$ cat src/rtl/regfile_wb_arbiter.sv
// rtl/regfile_wb_arbiter.sv - two-requester register-file writeback arbiter with pending-write scoreboard
// Define REGFILE_WB_RR_EN for round-robin contention; otherwise the LSU always wins contention.
module regfile_wb_arbiter #(
  parameter int XLEN = 32
) (
  input  logic            clk,
  input  logic            rst_n,
  input  logic            alu_valid,
  output logic            alu_ready,
  input  logic [4:0]      alu_rd,
  input  logic [XLEN-1:0] alu_data,
  input  logic            lsu_valid,
  output logic            lsu_ready,
  input  logic [4:0]      lsu_rd,
  input  logic [XLEN-1:0] lsu_data,
  input  logic            issue_valid,
  input  logic [4:0]      issue_rd,
  input  logic [4:0]      rs1_addr,
  input  logic [4:0]      rs2_addr,
  output logic            rs1_busy,
  output logic            rs2_busy,
  output logic            rf_we,
  output logic [4:0]      rf_waddr,
  output logic [XLEN-1:0] rf_wdata
);

  logic            w_alu_wins;
  logic            w_alu_grant;
  logic            w_lsu_grant;
  logic            w_any_grant;
  logic [4:0]      w_sel_rd;
  logic [XLEN-1:0] w_sel_data;
  logic [31:0]     w_set;
  logic [31:0]     w_clr;

  logic            r_we;
  logic [4:0]      r_waddr;
  logic [XLEN-1:0] r_wdata;
  logic [31:0]     r_pending;

`ifdef REGFILE_WB_RR_EN
  // Records whether the ALU received the most recent grant; reset value lets the ALU win first.
  logic r_last_alu;

  assign w_alu_wins = ~r_last_alu;

  always_ff @(posedge clk or negedge rst_n) begin
    if (!rst_n) begin
      r_last_alu <= 1'b0;
    end else if (w_any_grant) begin
      r_last_alu <= w_alu_grant;
    end
  end
`else
  assign w_alu_wins = 1'b0;
`endif

  // rst_n gates the grants so nothing is accepted while reset is held.
  assign w_alu_grant = rst_n & alu_valid & (~lsu_valid | w_alu_wins);
  assign w_lsu_grant = rst_n & lsu_valid & (~alu_valid | ~w_alu_wins);
  assign w_any_grant = w_alu_grant | w_lsu_grant;

  assign alu_ready = w_alu_grant;
  assign lsu_ready = w_lsu_grant;

  assign w_sel_rd   = w_alu_grant ? alu_rd   : lsu_rd;
  assign w_sel_data = w_alu_grant ? alu_data : lsu_data;

  always_ff @(posedge clk or negedge rst_n) begin
    if (!rst_n) begin
      r_we    <= 1'b0;
      r_waddr <= 5'd0;
      r_wdata <= '0;
    end else begin
      r_we <= w_any_grant & (w_sel_rd != 5'd0);
      if (w_any_grant) begin
        r_waddr <= w_sel_rd;
        r_wdata <= w_sel_data;
      end
    end
  end

  assign rf_we    = r_we;
  assign rf_waddr = r_waddr;
  assign rf_wdata = r_wdata;

  always_comb begin
    w_set = 32'd0;
    w_clr = 32'd0;
    if (issue_valid && (issue_rd != 5'd0)) begin
      w_set[issue_rd] = 1'b1;
    end
    if (r_we) begin
      w_clr[r_waddr] = 1'b1;
    end
  end

  // A set landing on the same edge as a clear wins: a newer producer is now outstanding.
  always_ff @(posedge clk or negedge rst_n) begin
    if (!rst_n) begin
      r_pending <= 32'd0;
    end else begin
      r_pending <= ((r_pending & ~w_clr) | w_set) & ~32'd1;
    end
  end

  assign rs1_busy = (rs1_addr != 5'd0) & r_pending[rs1_addr];
  assign rs2_busy = (rs2_addr != 5'd0) & r_pending[rs2_addr];

endmodule

$ cat config.mk
export PLATFORM = sky130hd
export DESIGN_NAME = regfile_wb_arbiter
export DESIGN_NICKNAME = d
export VERILOG_FILES = /design/src/rtl/regfile_wb_arbiter.sv
export SDC_FILE = /design/constraint.sdc
export NUM_CORES = 1
export LEC_CHECK = 0
export ABC_AREA = 1
export CAP_MARGIN = 0
export CORE_ASPECT_RATIO = 0.8
export CORE_MARGIN = 3
export CORE_UTILIZATION = 40
export CTS_CLUSTER_DIAMETER = 80
export DETAILED_ROUTE_END_ITERATION = 12
export PLACE_DENSITY = 0.71
export SLEW_MARGIN = 20
export SYNTH_ARGS = -nofsm -noshare
export SYNTH_HDL_FRONTEND = slang
export SYNTH_SLANG_ARGS = --single-unit
$ cat constraint.sdc
create_clock -name clk -period 1.7 [get_ports clk]
set_input_delay 0.34 -clock clk [delete_from_list [all_inputs] [get_ports clk]]
set_output_delay 0.34 -clock clk [all_outputs]
set_load 0.05 [all_outputs]
==> impl_metrics.toml, run 1 <==
[outcome]
outcome = "finished with violations"
violations = "negative setup slack"

[sta]
skew_ps = 6.61
fin_crit_sh_pct = 107
worstMarginPinSlew_ps = 441
fin_crit_ps = 1810
setup_ws_ps = -112
rsz0062_at_grt = "true"
setup_viol = 2
relSlewSlack_pct = 70.6
slew_violations = 0
hold_violations = 0
fmax_mhz = 552
holdWs_ps = 141

[pwr]
peakVddDrop_mv = 1.25
powerDensity_mw_per_mm2 = 1210
switching_power_mw = 2.54
swShare_pct = 36.5
p_int_mw = 4.43
power_frac_seq_pct = 35.0
p_leak_nw = 2.67
pwr-share-clk_pct = 31.3
power_frac_comb_pct = 33.8

[cts]
htree_levels = 3
clock-sinks = 69
cts-buffers-inserted = 9
cts_hold_buf = 0
cts_buffer_depth = 2
root_buffer = "clkbuf_16"
clk_transition_reported_paths_ps = 60
clk_latency_ps = 340
cts_tree = "yes"

[synth]
synth_top_area_cell = "dfrtp_1"
ys_ff_latch = 69
syn_area_per_cell_um2 = 7.12
synth_compound_area_share_pct = 18.1
synthSimpleGateAreaFrac_pct = 26.9
synth_top_family_by_area = "simple AND/OR/NAND/NOR gates"
ys_warn_count = 0
synthesis.nets = 625
yosysSeqAreaShare_pct = 45.7
synth_area_mm2 = 0.00378
synth-xor-area-share_pct = 0
yosys.area_share.adder_pct = 0
synth_top_cell_area_share_pct = 45.7
synth_cells = 531
synth.distinct_cells = 16
synth.area.top_cells = "dfrtp_1, o21ai_0, nand2_1"
yosys-mux-area-fraction_pct = 0.265

[detailed_routing]
ant_nets = 0
vias = 4226
drt-vias-per-instance = 5.32
drt_pass1_iterations = 5
drt_drc_violations_left = 0
dr.first_iter.drc_count = 386
wl_per_cell_um = 16.7
routed_wl_mm = 13.3

[global_route]
grt_overflow_total = 0
grt_max_degree = 44
grt_pass1_wl_mm = 21.1
grt_pass1_vias = 4006
antenna_found_initial = 0
grt_usage_pct = 25.7

[final_layout]
layout.nets = 768
final_cells = 794
final_cell_mix = "nand2_1, o21ai_0, clkdlybuf4s50_1"
area_growth_pct = 52.0
postLayoutCellArea_mm2 = 0.00575
layout-drive-gt1-share_pct = 17.1
layout_commonest_cell = "nand2_1"
seq_area_mm2 = 0.00173
multi_input_area_mm2 = 0.00175
antenna_cells = 0
nFillCells = 782

[place]
io_buffer_count = 135
gp_congestion = 0.950
hpwl_mm = 10.2
dpl_cell_area_mm2 = 0.00533
post-place-cells = 777

[job]
cap_violations = 0

[floorplanning]
die_area_mm2 = 0.0107
core_area_mm2 = 0.00911
die_h_um = 93.0
die_x_um = 115
placementRows = 31
start_util_pct = 41.5
boundaryPins = 136

[critical_path]
worstSetupEndpointType = "output pin"
worst-setup-path-type = "reg2out"
critical_path_required_ps = 1360
reg2reg_from = "rf_waddr[0]$_DFFE_PN0P_"
start_kind = "register"
worstSetupStartpoint = "r_pending[21]$_DFF_PN0_"
cp.arrival_ps = 1470
crit_fanout = 2

[worst_hold_path]
hp-class = "in2async"
-- synthesized netlist by cell type (all sizes together) --
cell	n
nand2	148
nand3	59
clkbuf	3
mux2i	1
nor2	42
dfrtp	69
inv	53
o21ai	135
buf	19
a21oi	2
-- through the flow --
stage	TNS (ps)	setup slack, ps	total power [mW]	utilization [%]
after floorplan	0	27.3	3.69	-
after global placement	-869	-443	4.70	58.4
after detailed placement	-1030	-453	4.71	58.4
after CTS	-193	-98.5	6.97	62.8
after global routing	-450	-229	7.34	63.1
final	-212	-112	6.97	63.1
-- critical path, cell delays in order, from the launching register on --
cell and delay (ps):
dfrtp_1 390, inv_2 80, nand2_1 70, nand3_2 70, nand2_1 50, nand2_1 50
nand2_1 50, inv_1 40, nand2_1 50, nand2_1 60, nand2_2 70, buf_12 140
-- timing repair --
| action | CTS | global route |
|---|---|---|
| setup buffers | 0 | 0 |
| pin swaps | 10 | 3 |
| gates resized for setup | 38 | 7 |
| setup endpoints to repair | 2 | 2 |
| cloned | 1 | 0 |
-- kinds of logic after synthesis --
logic type	count (synthesis)
flip-flops	69
multiplexers	1
buffers and inverters	75
AO/OA/AOI/OAI	137
AND/OR/NAND/NOR	249
-- layout make-up --
type                            instances  share of cell area (%)
Multi-Input combinational cell        387                    30.5
Sequential cell                        69                    30.0
Timing Repair Buffer                  154                    27.2
Clock buffer                           10                    4.16
Inverter                               53                    3.64
Tap cell                              115                    2.50
Clock inverter                          6                    1.92
-- final timing paths --
| path | endpoint | slack, ps | depth (start not counted) |
|---|---|---|---|
| min in group clk | rf_wdata[31]$_DFFE_PN0P_ | 490 | 2 |
| max in group asynchronous | r_pending[10]$_DFF_PN0_ | 1240 | 2 |
| min | rf_wdata[9]$_DFFE_PN0P_ | 140 | 2 |
| max reg2reg | r_pending[2]$_DFF_PN0_ | 310 | 4 |
| max | rs2_busy | -110 | 11 |
| min reg2reg | rf_wdata[31]$_DFFE_PN0P_ | 490 | 2 |
-- state kept, by name, summed over array words and instances, names as in the netlist --
name / count
r_pending: 31
rf_we: 1
rf_waddr: 5
rf_wdata: 32
-- power by group through the flow --
stage	sequential, mW	clock (mW)	combinational (mW)
5_1_grt	2.49	2.27	2.58
4_1_cts	2.43	2.21	2.32
6_report	2.44	2.18	2.35
2_1_floorplan	2.75	0	0.943
3_3_place_gp	2.42	0	2.27
3_5_place_dp	2.43	0	2.28
-- layer usage --
metal  routed length [um]  track usage [%]  vias to the layer above
met1                 5990             36.6                     2039
met3                 1080             7.97                       18
met2                 5970             37.9                      160
met4                  214             6.74                        0
met5                    0                0                        -
li1                     -                -                     2009
(Power assumes the default switching activity.)
==> run 2: changes to the inputs <==
Settings changed: CAP_MARGIN 0 to default, CORE_ASPECT_RATIO 0.8 to default.
==> run 2 against run 1 <==
Effect of this change: the run still ends with negative setup slack left; clock-buffer cell count up 3; register-to-register slack about the same; cell count up 0.25%; worst hold slack worse by 60 ps; global-route usage down 0.30 points; routed wire length about the same; worst setup slack worse by 22 ps; first-iteration DRC count down 31%; critical path type unchanged.
==> impl_metrics.toml, run 2 (synthesized netlist as in run 1, its figures left out) <==
[critical_path]
r2r-end = "r_pending[18]$_DFF_PN0_"
critPathBufInv = 3
cp_cell_sequence = "inv_2 -> nand2_1 -> nand3_1 -> nand2_1 -> nand2_1 -> nand2_1 -> inv_1 -> nand2_1 -> nand2_1 -> nand2_2 -> buf_12"
critPathSlowestCell = "dfrtp_1"
worstSetupEndpointType = "output pin"
critPathMaxStageDelay_ps = 400
reg2reg_from = "rf_waddr[0]$_DFFE_PN0P_"
critical_path_required_ps = 1360
r2r_slack_ps = 310
path_delay_family = "simple AND/OR/NAND/NOR gates"
worst-setup-path-type = "reg2out"
rr_worst_depth = 4
crit_fanout = 2
start_kind = "register"
crit_top_cell = "nand2_1"
cp.arrival_ps = 1490

[final_layout]
final_cells = 796
antenna_cells = 0
final_cell_mix = "nand2_1, o21ai_0, clkdlybuf4s50_1"
area_growth_pct = 48.4
largest_reg_flops = 32
layout-drive-gt1-share_pct = 16.6
layout.nets = 779
layout_commonest_cell = "nand2_1"

[pwr]
peakVddDrop_mv = 0.505
total_power_mw = 6.01
p_leak_nw = 2.64
powerDensity_mw_per_mm2 = 1070

[global_route]
grt_pass1_wl_mm = 20.6
grt_pass1_vias = 4113
antenna_found_initial = 0
grt_max_degree = 44
grt_usage_pct = 25.4
grt_overflow_total = 0

[cts]
clock-sinks = 69
htree_levels = 3
clk_latency_ps = 330
cts-buffers-inserted = 9
cts_buffer_depth = 2
cts_tree = "yes"
clk_transition_reported_paths_ps = 70
root_buffer = "clkbuf_8"
cts_hold_buf = 0

[sta]
fin_crit_sh_pct = 108
relSlewSlack_pct = 68.8
slew_violations = 0
hold_violations = 0
worstMarginPinSlew_ps = 469
setup_viol = 2
fmax_mhz = 545
fin_crit_ps = 1830
skew_ps = 8.32
setup_ws_ps = -134
rsz0062_at_grt = "true"
finalSetupTns_ps = -256

[floorplanning]
die_x_um = 103
boundaryPins = 136
placementRows = 34
die_area_mm2 = 0.0107
core_area_mm2 = 0.00893
die_h_um = 103
start_util_pct = 42.3

[detailed_routing]
wl_per_cell_um = 16.7
routed_wl_mm = 13.3
drt_pass1_iterations = 5
dr.first_iter.drc_count = 268
ant_nets = 0
drt-vias-per-instance = 5.23
vias = 4163
drt_drc_violations_left = 0

[place]
hpwl_mm = 10.2
gp_congestion = 0.863
io_buffer_count = 135
dp_slack_ps = -447
post-place-cells = 778

[job]
cap_violations = 0

[worst_hold_path]
hp-class = "in2async"

[outcome]
outcome = "finished with violations"
violations = "negative setup slack"
[run 2: cell types whose count changed in the layout (fill, tap and decap cells not counted), moves of 4 or more]
cell,delta
buf_4,+11
clkbuf_8,+10
clkbuf_16,-9
inv_2,-4
nand2_1,+4
nand2_2,-4
nand3_1,+4
nand3_2,-4
[run 2: worst reg2reg max path: cells and delay by family, from the launching register on]
family          cells  cell delay, ps
simple gates        1             270
buf+inv             1             100
compound gates      2             440
flops               1             460
[run 2: where the power goes]
group | leakage (nW) | internal (mW) | switching [mW]
Clock | 0.0816 | 0.595 | 0.554
Sequential | 0.773 | 2.08 | 0.387
Combinational | 1.78 | 0.898 | 1.50
[run 2: what timing repair did]
item / CTS / global route
endpoints found under the setup margin: 3 / 9
gates cloned: 2 / 0
buffers inserted: 1 / 2
gates resized for setup: 33 / 9
pin swaps: 8 / 9
[run 2: layer usage]
layer | track usage [%] | wire length (um)
met5 | 0 | 0
met4 | 12.2 | 538
met3 | 7.51 | 1060
met2 | 43.4 | 6530
met1 | 29.2 | 5140
[run 2: layout make-up]
cell class              instances  area, um2
repair buffers                165       1640
multi-input cells             387       1740
inverters                      53        211
fillers                       778       3320
clock buffers                  13        159
well taps                     108        135
flip-flops and latches         69       1730
clock inverters                 1       7.51
[run 2: worst max path at each step]
stage / start / endpoint / depth (start not counted)
finish: r_pending[2]$_DFF_PN0_ / rs2_busy / 11
global route: r_pending[3]$_DFF_PN0_ / rs2_busy / 11
CTS: r_pending[2]$_DFF_PN0_ / rs2_busy / 11
detailed placement: rs1_addr[0] / rs1_busy / 13
global placement: rs1_addr[0] / rs1_busy / 13
floorplan: rs2_addr[1] / rs2_busy / 10
[run 2: stage by stage]
stage          hold WS, ps  instance area (um2)  utilization [%]
3_5_place_dp           428                 5360             60.0
4_1_cts               57.4                 5600             62.6
2_1_floorplan         44.4                 3780                -
5_1_grt               87.3                 5610             62.8
3_3_place_gp           429                 5360             60.0
6_report              80.1                 5610             62.8
